### src/rtl/sms_timing_pkg.sv
// Shared types and defaults for the 1620 memory-cycle timing ring.
// Holds the controller state/mode encodings and the default ring geometry.
package sms_timing_pkg;

    localparam int NUM_T_DEF     = 10;
    localparam int OSC_PER_T_DEF = 2;

    typedef enum logic [1:0] {
        ST_IDLE = 2'd0,
        ST_ARM  = 2'd1,
        ST_RUN  = 2'd2
    } state_t;

    typedef enum logic {
        MODE_CONT   = 1'b0,
        MODE_SINGLE = 1'b1
    } mode_t;

    // Counter width for a 0..n-1 counter, never narrower than one bit.
    function automatic int cnt_w(input int n);
        return (n > 1) ? $clog2(n) : 1;
    endfunction

endpackage

### src/rtl/sms_osc_edge_sync.sv
// Oscillator card input conditioner: 2-flop synchronizer plus rising-edge
// detect. osc_rise is a one-clk pulse per oscillator rising edge, osc_lvl the
// synchronized level. Usable by any consumer of the oscillator card output.
module sms_osc_edge_sync (
    input  logic clk,
    input  logic rst,
    input  logic osc,
    output logic osc_rise,
    output logic osc_lvl
);

    logic s1;
    logic s2;

    // Two-stage synchronizer for the asynchronous oscillator input.
    always_ff @(posedge clk) begin
        if (rst) begin
            s1 <= 1'b0;
            s2 <= 1'b0;
        end else begin
            s1 <= osc;
            s2 <= s1;
        end
    end

    assign osc_rise = s1 & ~s2;
    assign osc_lvl  = s2;

endmodule

### src/rtl/sms_timing_ring_ctrl.sv
// Run/stop/single-cycle controller that turns oscillator edges into the
// one-hot memory-cycle timing gates T0..T(NUM_T-1).
// Optional oscillator-loss watchdog: define TAF_OSC_WATCHDOG_EN to enable it;
// without it osc_fail is tied low and a stalled oscillator simply holds the
// controller in ARM or RUN.
module sms_timing_ring_ctrl
    import sms_timing_pkg::*;
#(
    parameter int NUM_T     = NUM_T_DEF,
    parameter int OSC_PER_T = OSC_PER_T_DEF
`ifdef TAF_OSC_WATCHDOG_EN
    ,
    parameter int WD_LIMIT  = 256
`endif
) (
    input  logic                     clk,
    input  logic                     rst,
    input  logic                     osc,
    input  logic                     run_req,
    input  logic                     stop_req,
    input  logic                     step_req,
    output logic [NUM_T-1:0]         t_gate,
    output logic [$clog2(NUM_T)-1:0] t_index,
    output logic                     cycle_start,
    output logic                     cycle_end,
    output logic                     running,
    output logic                     osc_fail
);

    localparam int TW = cnt_w(NUM_T);
    localparam int SW = cnt_w(OSC_PER_T);
    localparam logic [TW-1:0] T_LAST   = TW'(NUM_T - 1);
    localparam logic [SW-1:0] SUB_LAST = SW'(OSC_PER_T - 1);

    logic          osc_rise;
    logic          osc_lvl_unused;

    state_t        state;
    state_t        state_nxt;
    mode_t         mode;
    mode_t         mode_nxt;
    logic [SW-1:0] sub;
    logic [SW-1:0] sub_nxt;
    logic [TW-1:0] t;
    logic [TW-1:0] t_nxt;
    logic          stop_pend;
    logic          stop_pend_nxt;
    logic          cs_q;
    logic          cs_nxt;
    logic          ce_q;
    logic          ce_nxt;
    logic          start_ok;

`ifdef TAF_OSC_WATCHDOG_EN
    localparam int WW = $clog2(WD_LIMIT + 1);
    logic [WW-1:0] wd_cnt;
    logic [WW-1:0] wd_cnt_nxt;
    logic          fail_q;
    logic          fail_nxt;

    // A lost oscillator locks out new starts until reset.
    assign start_ok = ~fail_q;
    assign osc_fail = fail_q;
`else
    assign start_ok = 1'b1;
    assign osc_fail = 1'b0;
`endif

    sms_osc_edge_sync u_sync (
        .clk      (clk),
        .rst      (rst),
        .osc      (osc),
        .osc_rise (osc_rise),
        .osc_lvl  (osc_lvl_unused)
    );

    // State register: FSM state, ring counters, stop latch and event pulses.
    always_ff @(posedge clk) begin
        if (rst) begin
            state     <= ST_IDLE;
            mode      <= MODE_CONT;
            sub       <= '0;
            t         <= '0;
            stop_pend <= 1'b0;
            cs_q      <= 1'b0;
            ce_q      <= 1'b0;
        end else begin
            state     <= state_nxt;
            mode      <= mode_nxt;
            sub       <= sub_nxt;
            t         <= t_nxt;
            stop_pend <= stop_pend_nxt;
            cs_q      <= cs_nxt;
            ce_q      <= ce_nxt;
        end
    end

`ifdef TAF_OSC_WATCHDOG_EN
    // Watchdog register: clks since the last oscillator edge and sticky fail flag.
    always_ff @(posedge clk) begin
        if (rst) begin
            wd_cnt <= '0;
            fail_q <= 1'b0;
        end else begin
            wd_cnt <= wd_cnt_nxt;
            fail_q <= fail_nxt;
        end
    end
`endif

    // Next-state logic: start arbitration, gate advance and cycle-boundary decisions.
    always_comb begin
        state_nxt     = state;
        mode_nxt      = mode;
        sub_nxt       = sub;
        t_nxt         = t;
        stop_pend_nxt = stop_pend;
        cs_nxt        = 1'b0;
        ce_nxt        = 1'b0;

        case (state)
            ST_IDLE: begin
                sub_nxt       = '0;
                t_nxt         = '0;
                stop_pend_nxt = 1'b0;
                // run_req outranks step_req when both arrive together.
                if (start_ok) begin
                    if (run_req) begin
                        state_nxt = ST_ARM;
                        mode_nxt  = MODE_CONT;
                    end else if (step_req) begin
                        state_nxt = ST_ARM;
                        mode_nxt  = MODE_SINGLE;
                    end
                end
            end

            ST_ARM: begin
                // A stop while armed abandons the start; no partial cycle.
                if (stop_req || stop_pend) begin
                    state_nxt     = ST_IDLE;
                    stop_pend_nxt = 1'b0;
                end else if (osc_rise) begin
                    state_nxt = ST_RUN;
                    sub_nxt   = '0;
                    t_nxt     = '0;
                    cs_nxt    = 1'b1;
                end
            end

            ST_RUN: begin
                if (stop_req) begin
                    stop_pend_nxt = 1'b1;
                end
                if (osc_rise) begin
                    if (sub == SUB_LAST) begin
                        sub_nxt = '0;
                        if (t == T_LAST) begin
                            // Cycle boundary: stop here or wrap straight into T0.
                            ce_nxt = 1'b1;
                            t_nxt  = '0;
                            if (mode == MODE_SINGLE || stop_pend_nxt || !run_req) begin
                                state_nxt     = ST_IDLE;
                                stop_pend_nxt = 1'b0;
                            end else begin
                                cs_nxt = 1'b1;
                            end
                        end else begin
                            t_nxt = t + 1'b1;
                        end
                    end else begin
                        sub_nxt = sub + 1'b1;
                    end
                end
            end

            default: begin
                state_nxt = ST_IDLE;
            end
        endcase

`ifdef TAF_OSC_WATCHDOG_EN
        wd_cnt_nxt = '0;
        fail_nxt   = fail_q;
        if ((state == ST_ARM || state == ST_RUN) && !osc_rise) begin
            wd_cnt_nxt = wd_cnt + 1'b1;
            // Oscillator lost: drop the cycle silently, no cycle_end.
            if (wd_cnt_nxt == WW'(WD_LIMIT)) begin
                wd_cnt_nxt    = '0;
                fail_nxt      = 1'b1;
                state_nxt     = ST_IDLE;
                sub_nxt       = '0;
                t_nxt         = '0;
                stop_pend_nxt = 1'b0;
                cs_nxt        = 1'b0;
                ce_nxt        = 1'b0;
            end
        end
`endif
    end

    // Output decode: one-hot gate and its index only while RUN.
    always_comb begin
        t_gate      = '0;
        t_index     = '0;
        running     = (state != ST_IDLE);
        cycle_start = cs_q;
        cycle_end   = ce_q;
        if (state == ST_RUN) begin
            t_gate[t] = 1'b1;
            t_index   = t;
        end
    end

endmodule

### config.mk
export PLATFORM = sky130hd
export DESIGN_NAME = sms_timing_ring_ctrl
export DESIGN_NICKNAME = d
export VERILOG_FILES = /design/src/rtl/sms_timing_pkg.sv /design/src/rtl/sms_osc_edge_sync.sv /design/src/rtl/sms_timing_ring_ctrl.sv
export SDC_FILE = /design/constraint.sdc
export NUM_CORES = 1
export LEC_CHECK = 0
export CORE_ASPECT_RATIO = 0.7
export CORE_MARGIN = 2
export CORE_UTILIZATION = 25
export CTS_CLUSTER_DIAMETER = 150
export DETAILED_ROUTE_END_ITERATION = 8
export HOLD_SLACK_MARGIN = 0.03
export PLACE_DENSITY = 0.5
export SLEW_MARGIN = 15
export SYNTH_ARGS = -nofsm -noshare
export SYNTH_HDL_FRONTEND = slang
export SYNTH_SLANG_ARGS = --single-unit
export TNS_END_PERCENT = 50
### constraint.sdc
create_clock -name clk -period 2.8 [get_ports clk]
set_input_delay 0.28 -clock clk [delete_from_list [all_inputs] [get_ports clk]]
set_output_delay 0.28 -clock clk [all_outputs]
set_load 0.02 [all_outputs]
==> metrics.txt, run 1 <==
# TYPE chip_impl_metric gauge
chip_impl_info{name="run_status",value="finished, final reports clean"} 1
chip_impl_metric{name="worst-r2r-setup-slack",unit="ns"} 0.87
chip_impl_metric{name="whs_path_depth",unit=""} 1
chip_impl_metric{name="row_count",unit=""} 17
chip_impl_metric{name="hpwl",unit="mm"} 1.540
chip_impl_metric{name="number_of_antenna_violations_at_the_first_check_in_global_routing",unit=""} 0
chip_impl_metric{name="comb_power_share",unit="%"} 40.5
chip_impl_metric{name="ir_worst_vdd",unit="uV"} 441.3
chip_impl_metric{name="post_synth.cell_area_avg",unit="um^2"} 7.978
chip_impl_info{name="top_layer",value="met4"} 1
chip_impl_metric{name="ff2ff_path_depth",unit=""} 6
chip_impl_metric{name="fp.coreArea",unit="um^2"} 3105
chip_impl_metric{name="post-route-worst-setup-slack",unit="ns"} 0.4225
chip_impl_info{name="final_common_cell",value="clkdlybuf4s50_1"} 1
chip_impl_metric{name="num_vias",unit=""} 786
chip_impl_metric{name="drtPass1Iterations",unit=""} 4
chip_impl_metric{name="start_util",unit="%"} 25.95
chip_impl_metric{name="share_of_total_power_in_sequential_cells",unit="%"} 34.1
chip_impl_metric{name="cellInternalPower",unit="W"} 0.0004247
chip_impl_metric{name="grt_pass1_wl",unit="mm"} 3.394
chip_impl_metric{name="num_io_pins",unit=""} 24
chip_impl_info{name="hold-path-endpoint",value="u_sync.osc_lvl"} 1
chip_impl_metric{name="ys_types",unit=""} 39
chip_impl_info{name="crit_type",value="register to primary output"} 1
chip_impl_metric{name="wirelength_met1",unit="mm"} 1.042
chip_impl_info{name="critical_path.reg2reg.startpoint",value="state[1]"} 1
chip_impl_metric{name="nets",unit=""} 132
chip_impl_info{name="setup.worst_path.end_class",value="primary output"} 1
chip_impl_info{name="hp-start",value="u_sync.s1"} 1
chip_impl_metric{name="timing.slew.headroom",unit="%"} 65.71
chip_impl_metric{name="final_standard_cell_area_without_fillers",unit="um^2"} 1092
chip_impl_info{name="crit-reg2reg-capture",value="t[1]"} 1
chip_impl_info{name="critPathLaunchType",value="register"} 1
chip_impl_metric{name="diodes",unit=""} 0
chip_impl_metric{name="area_delta_synth_final",unit="%"} 35.56
chip_impl_metric{name="maximum_number_of_pins_on_one_net_before_global_route_repair",unit=""} 14
chip_impl_metric{name="clockPowerShare",unit="%"} 25.4
chip_impl_metric{name="fin_worst_hold_slack",unit="ns"} 0.4794
chip_impl_metric{name="share_of_post_route_cells_with_drive_strength_above_1",unit="%"} 6.557
chip_impl_metric{name="die-height",unit="um"} 51.50
chip_impl_metric{name="synthesized_flop_and_latch_total",unit=""} 13
chip_impl_metric{name="ctsLongestPathBuffers",unit=""} 2
chip_impl_metric{name="max-cap-violations",unit=""} 0
chip_impl_metric{name="drt_drc_violations_left",unit=""} 0
chip_impl_metric{name="syn_inst",unit=""} 101
chip_impl_info{name="clk_root_buffer_cell",value="clkbuf_8"} 1
chip_impl_metric{name="post-route-min-period",unit="ns"} 2.377
chip_impl_metric{name="worst_slew_pin_slew",unit="ns"} 0.5128
chip_impl_metric{name="viasPerCell",unit=""} 4.913
chip_impl_metric{name="synthesis.area",unit="um^2"} 805.8
chip_impl_metric{name="dpl_cell_area",unit="um^2"} 1047
chip_impl_metric{name="number_of_global_route_vias_before_repair",unit=""} 737
chip_impl_metric{name="die_area",unit="um^2"} 3701
chip_impl_metric{name="first_iter_violations",unit=""} 29
chip_impl_metric{name="total_overflow_reported_by_the_global_router",unit=""} 0
chip_impl_metric{name="switching_share",unit="%"} 36.17
chip_impl_metric{name="arrival",unit="ns"} 2.10
chip_impl_metric{name="path_clk_slew",unit="ns"} 0.06
chip_impl_metric{name="cts_repair_resize_count",unit=""} 0
chip_impl_metric{name="cts.htree.levels",unit=""} 1
chip_impl_metric{name="finalWeightedCongestion",unit=""} 0.7773
chip_impl_metric{name="wl_met3",unit="um"} 123
chip_impl_metric{name="cellLeakagePower",unit="nW"} 0.3835
chip_impl_metric{name="timing_hold_violations_final",unit=""} 0
chip_impl_metric{name="slew_violations",unit=""} 0
chip_impl_metric{name="synth_seq_area_share",unit="%"} 32.30
chip_impl_metric{name="port-buffer-count",unit=""} 22
chip_impl_info{name="min-delay-path-class",value="register to register"} 1
chip_impl_metric{name="timing.setup.tns",unit="ns"} 0
chip_impl_metric{name="cp_data_required_time",unit="ns"} 2.52
chip_impl_metric{name="post_cts_buffers",unit=""} 0
chip_impl_info{name="cts_tree",value="built"} 1
chip_impl_metric{name="die_x",unit="um"} 71.86
chip_impl_metric{name="detailroute.wirelength.met2",unit="um"} 872
chip_impl_metric{name="clk-insertion-delay-late",unit="ns"} 0.24
chip_impl_metric{name="clock_skew",unit="ns"} 0.003434
chip_impl_metric{name="routedWlPerCell",unit="um"} 12.83
chip_impl_metric{name="post-route-period-util",unit="%"} 84.91
chip_impl_metric{name="postCtsHoldBufs",unit=""} 0
chip_impl_metric{name="cp_max_fo",unit=""} 6
chip_impl_metric{name="wl",unit="mm"} 2.052
chip_impl_metric{name="max_clock_freq",unit="MHz"} 420.6
chip_impl_metric{name="synth_fp_nets",unit=""} 110
chip_impl_metric{name="route.antenna.remaining_nets",unit=""} 0
chip_impl_metric{name="switching_power",unit="W"} 0.0002406
chip_impl_info{name="final_cell_mix",value="clkdlybuf4s50_1 (22), nor2_1 (14), dfxtp_1 (13)"} 1
chip_impl_metric{name="tritoncts.num_buffers",unit=""} 3
chip_impl_metric{name="tritoncts_num_sinks",unit=""} 13
chip_impl_metric{name="grt_usage",unit="%"} 11.67
chip_impl_metric{name="dp_slack",unit="ns"} 0.6842
chip_impl_metric{name="synth.yosys.warnings",unit=""} 0
chip_impl_metric{name="setup_viol",unit=""} 0
chip_impl_metric{name="power_per_cell_area",unit="nW/um^2"} 609.1
chip_impl_info{name="rsz0062_at_grt",value="false"} 1
## area by class of cell
| class | count | area [um^2] |
|---|---|---|
| Fill cell | 327 | 2013 |
| Sequential cell | 13 | 260.3 |
| Timing Repair Buffer | 23 | 227.7 |
| Inverter | 7 | 26.28 |
| Tap cell | 38 | 47.55 |
| Multi-Input combinational cell | 75 | 485.5 |
| Clock buffer | 4 | 45.04 |
## worst max-delay path by stage
stage | start | end | slack, ns | cells after the start
after floorplan | state[0] | t_gate[8] | 0.83 | 5
after global placement | state[0] | t_gate[0] | 0.75 | 6
after detailed placement | state[0] | t_gate[0] | 0.68 | 6
after CTS | state[0] | t_gate[0] | 0.41 | 6
after global routing | state[0] | t_gate[0] | 0.30 | 6
final | state[0] | t_gate[0] | 0.42 | 6
## registers in the layout, indices dropped and copies added, names as in the netlist
register,cells
cycle_end,1
cycle_start,1
mode,1
state,2
stop_pend,1
sub,1
t,4
u_sync.osc_lvl,1
u_sync.s1,1
## cells in the mapped netlist
master,n,area (um^2)
a2111o_1,1,11.26
a211oi_1,1,7.510
a21oi_1,5,25.02
a2bb2oi_1,1,8.760
a311oi_1,1,8.760
a31oi_1,1,6.260
a31oi_2,1,12.51
a32o_1,1,10.01
a41oi_1,1,8.760
and2_1,4,25.02
and2b_1,1,7.510
and4_1,1,8.760
and4bb_2,1,12.51
buf_4,1,7.510
buf_6,1,11.26
clkbuf_1,4,15.01
conb_1,1,3.750
dfxtp_1,13,260.3
ha_1,3,37.54
inv_1,7,26.28
mux2_4,1,15.01
mux2i_1,2,20.02
nand2_1,6,22.52
nand2b_1,2,12.51
nand3_1,2,10.01
nand3b_1,1,7.510
nor2_1,14,52.55
nor2b_1,2,12.51
nor3_1,6,30.03
nor3b_1,1,7.510
nor4_1,1,6.260
nor4b_1,3,26.28
o21ai_0,3,15.01
o221a_2,1,11.26
o22ai_1,1,6.260
o31ai_1,1,7.510
or2b_1,1,7.510
or3_1,2,12.51
or3b_1,1,8.760
## worst max-delay path, cell delays in order (launching register included)
cell,delay [ns]
dfxtp_1,0.32
inv_1,0.08
ha_1,0.17
inv_1,0.11
or3_1,0.39
nor3_1,0.15
clkdlybuf4s50_1,0.63
## logic make-up after synthesis
group / Yosys count / share of synthesized area (%)
AND/OR/NAND/NOR: 49 / 33.54
AO/OA/AOI/OAI: 19 / 17.24
buffers and inverters: 13 / 7.454
flip-flops: 13 / 32.30
multiplexers: 3 / 4.347
adder cells (fa/ha/maj): 3 / 4.659
other: 1 / 0.4654
## routing by layer
metal  track usage, %  up-vias
met5                0        -
met4            1.887        0
met3            3.876        2
met2            18.06       22
met1            16.11      363
li1                 -      399
## power by group through the flow
stage,combinational [W],clock (W),sequential [W]
floorplan,0.000198,0,0.000225
global placement,0.000266,0,0.000229
detailed placement,0.000266,0,0.000230
CTS,0.000269,0.000172,0.000226
global route,0.000295,0.000183,0.000228
finish,0.000269,0.000169,0.000227
## through the flow
stage | std cells | power [W] | utilization [%]
after floorplan | 101 | 0.0004228 | -
after global placement | 156 | 0.0004955 | 33.72
after detailed placement | 156 | 0.0004953 | 33.72
after CTS | 160 | 0.0006667 | 35.17
after global routing | 160 | 0.0007053 | 35.17
final | 160 | 0.0006653 | 35.17
(Power assumes the default switching activity.)
==> inputs of run 2 (changes only) <==
--- a/config.mk
+++ b/config.mk
@@ -11,7 +11,7 @@
 export CTS_CLUSTER_DIAMETER = 150
 export DETAILED_ROUTE_END_ITERATION = 8
 export HOLD_SLACK_MARGIN = 0.03
-export PLACE_DENSITY = 0.5
+export PLACE_DENSITY = 0.52
 export SLEW_MARGIN = 15
 export SYNTH_ARGS = -nofsm -noshare
 export SYNTH_HDL_FRONTEND = slang
==> constraint.sdc (replaced) <==
create_clock -name clk -period 1.95 [get_ports clk]
set_input_delay 0.195 -clock clk [delete_from_list [all_inputs] [get_ports clk]]
set_output_delay 0.195 -clock clk [all_outputs]
set_load 0.02 [all_outputs]
==> metrics.txt, run 2 (synthesis results as in run 1) <==
# TYPE chip_impl_metric gauge
chip_impl_info{name="cts_tree",value="built"} 1
chip_impl_metric{name="ctsLongestPathBuffers",unit=""} 2
chip_impl_metric{name="fin_worst_hold_slack",unit="ns"} 0.4812
chip_impl_metric{name="slew_violations",unit=""} 0
chip_impl_metric{name="clock_skew",unit="ns"} 0.003945
chip_impl_metric{name="grt_pass1_wl",unit="mm"} 3.553
chip_impl_info{name="min-delay-path-class",value="register to register"} 1
chip_impl_metric{name="tritoncts_num_sinks",unit=""} 13
chip_impl_metric{name="area_delta_synth_final",unit="%"} 42.24
chip_impl_metric{name="tritoncts.num_buffers",unit=""} 3
chip_impl_metric{name="viasPerCell",unit=""} 4.845
chip_impl_metric{name="cts.htree.levels",unit=""} 1
chip_impl_metric{name="fillerInstances",unit=""} 320
chip_impl_metric{name="die_x",unit="um"} 71.86
chip_impl_metric{name="finalCoreUtilization",unit="%"} 36.91
chip_impl_metric{name="drtPass1Iterations",unit=""} 4
chip_impl_metric{name="first_iter_violations",unit=""} 31
chip_impl_metric{name="wl",unit="mm"} 2.126
chip_impl_metric{name="share_of_post_route_cells_with_drive_strength_above_1",unit="%"} 19.23
chip_impl_metric{name="hpwl",unit="mm"} 1.648
chip_impl_info{name="registers.top_by_ff_count",value="t"} 1
chip_impl_metric{name="num_io_pins",unit=""} 24
chip_impl_metric{name="maximum_number_of_pins_on_one_net_before_global_route_repair",unit=""} 12
chip_impl_metric{name="sequential_cell_area",unit="um^2"} 260.3
chip_impl_metric{name="ir_worst_vdd",unit="uV"} 562.7
chip_impl_metric{name="final_standard_cell_area_without_fillers",unit="um^2"} 1146
chip_impl_info{name="reg.largest.list",value="t: 4 flops, state: 2 flops"} 1
chip_impl_info{name="setup.worst_path.end_class",value="register"} 1
chip_impl_metric{name="fp.coreArea",unit="um^2"} 3105
chip_impl_metric{name="number_of_global_route_vias_before_repair",unit=""} 736
chip_impl_metric{name="total_overflow_reported_by_the_global_router",unit=""} 0
chip_impl_metric{name="row_count",unit=""} 17
chip_impl_metric{name="routedWlPerCell",unit="um"} 12.65
chip_impl_metric{name="path_clk_slew",unit="ns"} 0.06
chip_impl_metric{name="cp_max_fo",unit=""} 6
chip_impl_metric{name="finalWeightedCongestion",unit=""} 0.7855
chip_impl_metric{name="clk-insertion-delay-late",unit="ns"} 0.24
chip_impl_metric{name="number_of_antenna_violations_at_the_first_check_in_global_routing",unit=""} 0
chip_impl_metric{name="largest_register_ffs",unit=""} 4
chip_impl_info{name="crit_type",value="register to register"} 1
chip_impl_metric{name="timing_hold_violations_final",unit=""} 0
chip_impl_metric{name="num_vias",unit=""} 814
chip_impl_metric{name="max_clock_freq",unit="MHz"} 542.2
chip_impl_metric{name="drt_drc_violations_left",unit=""} 0
chip_impl_metric{name="die_area",unit="um^2"} 3701
chip_impl_metric{name="power_per_cell_area",unit="nW/um^2"} 875.5
chip_impl_metric{name="port-buffer-count",unit=""} 22
chip_impl_metric{name="max-cap-violations",unit=""} 0
chip_impl_metric{name="post-route-min-period",unit="ns"} 1.844
chip_impl_info{name="clk_root_buffer_cell",value="clkbuf_8"} 1
chip_impl_metric{name="diodes",unit=""} 0
chip_impl_metric{name="post_cts_buffers",unit=""} 0
chip_impl_metric{name="start_util",unit="%"} 25.95
chip_impl_metric{name="dpl_cell_area",unit="um^2"} 1107
chip_impl_info{name="rsz0062_at_grt",value="true"} 1
chip_impl_metric{name="arrival",unit="ns"} 1.98
chip_impl_info{name="final_cell_mix",value="nor2_1 (13), dfxtp_1 (13), buf_4 (9)"} 1
chip_impl_metric{name="post-route-period-util",unit="%"} 94.58
chip_impl_metric{name="die-height",unit="um"} 51.50
chip_impl_metric{name="cp_data_required_time",unit="ns"} 2.08
chip_impl_metric{name="setup_viol",unit=""} 0
chip_impl_metric{name="multi_input_area",unit="um^2"} 496.7
chip_impl_metric{name="nets",unit=""} 140
chip_impl_metric{name="route.antenna.remaining_nets",unit=""} 0
chip_impl_metric{name="grt_usage",unit="%"} 12.82
chip_impl_info{name="critPathLaunchType",value="register"} 1
chip_impl_info{name="run_status",value="finished, final reports clean"} 1
chip_impl_metric{name="cellLeakagePower",unit="nW"} 0.5256
==> run 2: power by group <==
group,leakage (nW),total [W],internal (W),switching [W]
clock network,0.0255,0.000239,0.000141,0.0000981
registers,0.106,0.000322,0.000296,0.0000251
logic,0.394,0.000443,0.000212,0.000230
total,0.526,0.00100,0.000650,0.000354
==> run 2: final timing paths <==
| check | start | end | slack, ns | depth (start not counted) |
|---|---|---|---|---|
| hold reg to reg | u_sync.s1 | u_sync.osc_lvl | 0.48 | 1 |
| hold / removal | u_sync.s1 | u_sync.osc_lvl | 0.48 | 1 |
| setup / recovery | state[1] | state[1] | 0.11 | 6 |
| setup reg to reg | state[1] | state[1] | 0.11 | 6 |
==> run 2: cell type report <==
type | count | share of cell area, %
Clock buffer | 3 | 3.603
Clock inverter | 1 | 0.4367
Inverter | 7 | 2.293
Multi-Input combinational cell | 75 | 43.34
Sequential cell | 13 | 22.71
Tap cell | 38 | 4.148
Timing Repair Buffer | 31 | 23.47
==> run 2: critical path: stages, from the launching register on <==
cell	delay, ns
dfxtp_1	0.31
inv_1	0.11
ha_2	0.26
or3b_1	0.45
nor2_1	0.12
a2111o_1	0.17
mux2_4	0.30
==> run 2: through the flow <==
step           std cells  setup WS, ns  total power [W]  setup TNS, ns
2_1_floorplan        101       0.06517        0.0006072              0
3_3_place_gp         164       0.03558        0.0007543              0
4_1_cts              168      0.002683        0.0009977              0
5_1_grt              168      0.008684         0.001076              0
3_5_place_dp         164      -0.02402        0.0007543       -0.02402
6_report             168        0.1057         0.001003              0
==> run 2: metal layers <==
metal | vias up | wire length [um] | global-route usage [%]
li1 | 420 | - | -
met1 | 371 | 1076 | 17.22
met2 | 21 | 925 | 18.67
met3 | 2 | 97 | 4.264
met4 | 0 | 26 | 5.660
met5 | - | 0 | 0
==> run 2: what timing repair did <==
action / CTS / global route
resized for setup: 11 / 20
setup endpoints to repair: 10 / 14
hold buffers: 0 / 0
==> inputs of run 3 (changes only) <==
--- a/config.mk
+++ b/config.mk
@@ -5,13 +5,14 @@
 export SDC_FILE = /design/constraint.sdc
 export NUM_CORES = 1
 export LEC_CHECK = 0
+export ABC_AREA = 1
 export CORE_ASPECT_RATIO = 0.7
 export CORE_MARGIN = 2
 export CORE_UTILIZATION = 25
 export CTS_CLUSTER_DIAMETER = 150
 export DETAILED_ROUTE_END_ITERATION = 8
 export HOLD_SLACK_MARGIN = 0.03
-export PLACE_DENSITY = 0.52
+export PLACE_DENSITY = 0.51
 export SLEW_MARGIN = 15
 export SYNTH_ARGS = -nofsm -noshare
 export SYNTH_HDL_FRONTEND = slang
==> metrics.txt, run 3 <==
# TYPE chip_impl_metric gauge
chip_impl_metric{name="ir_worst_vdd",unit="uV"} 471.6
chip_impl_info{name="clk_root_buffer_cell",value="clkbuf_8"} 1
chip_impl_metric{name="dp_cell_count",unit=""} 192
chip_impl_info{name="setup.worst_path.start",value="state[0]"} 1
chip_impl_metric{name="cp_max_fo",unit=""} 4
chip_impl_metric{name="clk-insertion-delay-late",unit="ns"} 0.25
chip_impl_metric{name="port-buffer-count",unit=""} 22
chip_impl_metric{name="cellLeakagePower",unit="nW"} 0.5928
chip_impl_info{name="critical_path.reg2reg.startpoint",value="state[0]"} 1
chip_impl_metric{name="timing_hold_violations_final",unit=""} 0
chip_impl_metric{name="maximum_number_of_pins_on_one_net_before_global_route_repair",unit=""} 11
chip_impl_metric{name="cts.htree.levels",unit=""} 1
chip_impl_metric{name="tritoncts.num_buffers",unit=""} 3
chip_impl_info{name="crit-reg2reg-capture",value="t[1]"} 1
chip_impl_info{name="final_cell_mix",value="nand2_1 (27), nor2_1 (22), inv_1 (21)"} 1
chip_impl_metric{name="dpl_cell_area",unit="um^2"} 1109
chip_impl_metric{name="ff2ff_path_depth",unit=""} 8
chip_impl_metric{name="routedWlPerCell",unit="um"} 11.26
chip_impl_metric{name="route.antenna.remaining_nets",unit=""} 0
chip_impl_metric{name="finalWeightedCongestion",unit=""} 0.9148
chip_impl_metric{name="ctsLongestPathBuffers",unit=""} 2
chip_impl_metric{name="synth.top_cell.area_share",unit="%"} 30.63
chip_impl_metric{name="wl",unit="mm"} 2.206
chip_impl_metric{name="cp_data_required_time",unit="ns"} 1.75
chip_impl_metric{name="number_of_antenna_violations_at_the_first_check_in_global_routing",unit=""} 0
chip_impl_metric{name="die_area",unit="um^2"} 3888
chip_impl_metric{name="diodes",unit=""} 0
chip_impl_metric{name="max-cap-violations",unit=""} 0
chip_impl_metric{name="tritoncts_num_sinks",unit=""} 13
chip_impl_metric{name="synth_edf_count",unit=""} 0
chip_impl_metric{name="fp.coreArea",unit="um^2"} 3191
chip_impl_metric{name="first_iter_violations",unit=""} 69
chip_impl_metric{name="largest_register_ffs",unit=""} 4
chip_impl_metric{name="arrival",unit="ns"} 1.58
chip_impl_metric{name="number_of_global_route_vias_before_repair",unit=""} 812
chip_impl_metric{name="grt_pass1_wl",unit="mm"} 3.815
chip_impl_metric{name="postCtsHoldBufs",unit=""} 0
chip_impl_info{name="rsz0062_at_grt",value="false"} 1
chip_impl_metric{name="post_layout_nonfiller_instances",unit=""} 196
chip_impl_metric{name="synth_seq_area_share",unit="%"} 30.63
chip_impl_metric{name="post-route-min-period",unit="ns"} 1.776
chip_impl_metric{name="num_io_pins",unit=""} 24
chip_impl_metric{name="timing.setup.tns",unit="ns"} 0
chip_impl_metric{name="post-route-period-util",unit="%"} 91.06
chip_impl_info{name="reg.largest.list",value="t: 4 flops, state: 2 flops"} 1
chip_impl_info{name="post-synth-top-count-cell",value="nand2_1"} 1
chip_impl_info{name="critPathLaunchType",value="register"} 1
chip_impl_info{name="synth.area.top_cells",value="dfxtp_1 (31%), nand2_1 (12%), nor2_1 (9.7%), inv_1 (9.3%), a21oi_1 (4.7%)"} 1
chip_impl_metric{name="syn_inst",unit=""} 133
chip_impl_metric{name="post_synth.cell_area_avg",unit="um^2"} 6.388
chip_impl_metric{name="setup_viol",unit=""} 0
chip_impl_metric{name="path_clk_slew",unit="ns"} 0.06
chip_impl_metric{name="worst-r2r-setup-slack",unit="ns"} 0.36
chip_impl_metric{name="synth_fp_nets",unit=""} 142
chip_impl_info{name="worst_setup_path_endpoint",value="t_gate[0]"} 1
chip_impl_metric{name="final_standard_cell_area_without_fillers",unit="um^2"} 1137
chip_impl_metric{name="die_x",unit="um"} 73.68
chip_impl_info{name="cts_tree",value="built"} 1
chip_impl_metric{name="grt_usage",unit="%"} 13.29
chip_impl_metric{name="start_util",unit="%"} 26.63
chip_impl_metric{name="slew_violations",unit=""} 0
chip_impl_info{name="synth_commonest_cells",value="nand2_1 (27), nor2_1 (22), inv_1 (21), dfxtp_1 (13), a21oi_1 (8)"} 1
chip_impl_info{name="synth_area_leader_cell",value="dfxtp_1"} 1
chip_impl_metric{name="viasPerCell",unit=""} 4.413
chip_impl_metric{name="hpwl",unit="mm"} 1.846
chip_impl_info{name="final_common_cell",value="nand2_1"} 1
chip_impl_info{name="crit_type",value="register to primary output"} 1
chip_impl_info{name="registers.top_by_ff_count",value="t"} 1
chip_impl_metric{name="synthArstFlopShare",unit="%"} 0
chip_impl_metric{name="drtPass1Iterations",unit=""} 4
chip_impl_metric{name="drt_drc_violations_left",unit=""} 0
chip_impl_metric{name="synthesis.area",unit="um^2"} 849.6
chip_impl_metric{name="share_of_post_route_cells_with_drive_strength_above_1",unit="%"} 17.09
chip_impl_metric{name="die-height",unit="um"} 52.78
chip_impl_info{name="run_status",value="finished, final reports clean"} 1
chip_impl_metric{name="ys_types",unit=""} 23
chip_impl_info{name="setup.worst_path.end_class",value="primary output"} 1
chip_impl_metric{name="num_vias",unit=""} 865
chip_impl_metric{name="synth.yosys.warnings",unit=""} 0
chip_impl_metric{name="max_clock_freq",unit="MHz"} 563.2
chip_impl_metric{name="synthesized_flop_and_latch_total",unit=""} 13
chip_impl_metric{name="area_delta_synth_final",unit="%"} 33.87
chip_impl_metric{name="row_count",unit=""} 17
chip_impl_metric{name="nets",unit=""} 168
chip_impl_info{name="min-delay-path-class",value="register to register"} 1
chip_impl_metric{name="total_overflow_reported_by_the_global_router",unit=""} 0
chip_impl_metric{name="power_per_cell_area",unit="nW/um^2"} 1156
chip_impl_metric{name="clock_skew",unit="ns"} 0.002795
chip_impl_info{name="predominant_post_synthesis_flop_cell",value="dfxtp_1"} 1
[run 3: where the power goes]
group / total [W] / internal, W / switching, W
clock: 0.000251 / 0.000141 / 0.000109
sequential: 0.000346 / 0.000312 / 0.0000333
combinational: 0.000718 / 0.000247 / 0.000471
[run 3: layer usage]
layer  global-route usage (%)  up-vias  routed length, um
met5                        0        -                  0
met4                    3.030        0                  7
met3                    4.615        2                108
met2                    17.71       17                874
met1                    19.89      394               1215
li1                         -      452                  -
[run 3: cells by family (layout without fill, tap and decap cells)]
logic type	count (synthesis)	after routing	synth area share, %
AO/OA/AOI/OAI	14	14	8.985
adder cells (fa/ha/maj)	3	3	4.419
buffers and inverters	31	56	15.61
flip-flops	13	13	30.63
other	1	1	0.4414
AND/OR/NAND/NOR	71	71	39.91
[run 3: stage by stage]
stage          total power, W  setup slack, ns  util [%]  hold WS, ns
2_1_floorplan       0.0008843           0.4254         -       0.2951
3_3_place_gp         0.001057           0.1570     34.75       0.4093
3_5_place_dp         0.001076          0.06505     34.75       0.4126
4_1_cts              0.001326          0.07369     35.69       0.4232
5_1_grt              0.001449         0.006868     35.65       0.4473
6_report             0.001314           0.1743     35.65       0.4198
[run 3: cell type report]
cell class / count / area (um^2)
Fill cell: 347 / 2053
Sequential cell: 13 / 260.3
Inverter: 27 / 101.3
Tap cell: 38 / 47.55
Clock buffer: 3 / 41.29
Multi-Input combinational cell: 89 / 456.7
Clock inverter: 1 / 5.005
Timing Repair Buffer: 25 / 225.2
[run 3: how the worst min path moves through the flow]
stage,startpoint,endpoint,slack [ns],depth (start not counted)
global placement,u_sync.s1,u_sync.osc_lvl,0.41,2
global route,u_sync.s1,u_sync.osc_lvl,0.45,2
floorplan,run_req,mode,0.30,1
detailed placement,u_sync.s1,u_sync.osc_lvl,0.41,2
CTS,u_sync.s1,u_sync.osc_lvl,0.42,2
finish,u_sync.s1,u_sync.osc_lvl,0.42,2
[run 3: timing repair]
item                       CTS  global route
setup buffers                0             0
setup endpoints to repair   13             5
gates cloned                 0             0
gates resized for setup     13             9
[run 3: worst max-delay path, stage by stage, from the launching register on]
cell	delay (ns)
dfxtp_1	0.32
inv_1	0.10
ha_1	0.24
nand3_1	0.18
nor3_1	0.17
clkdlybuf4s15_1	0.33
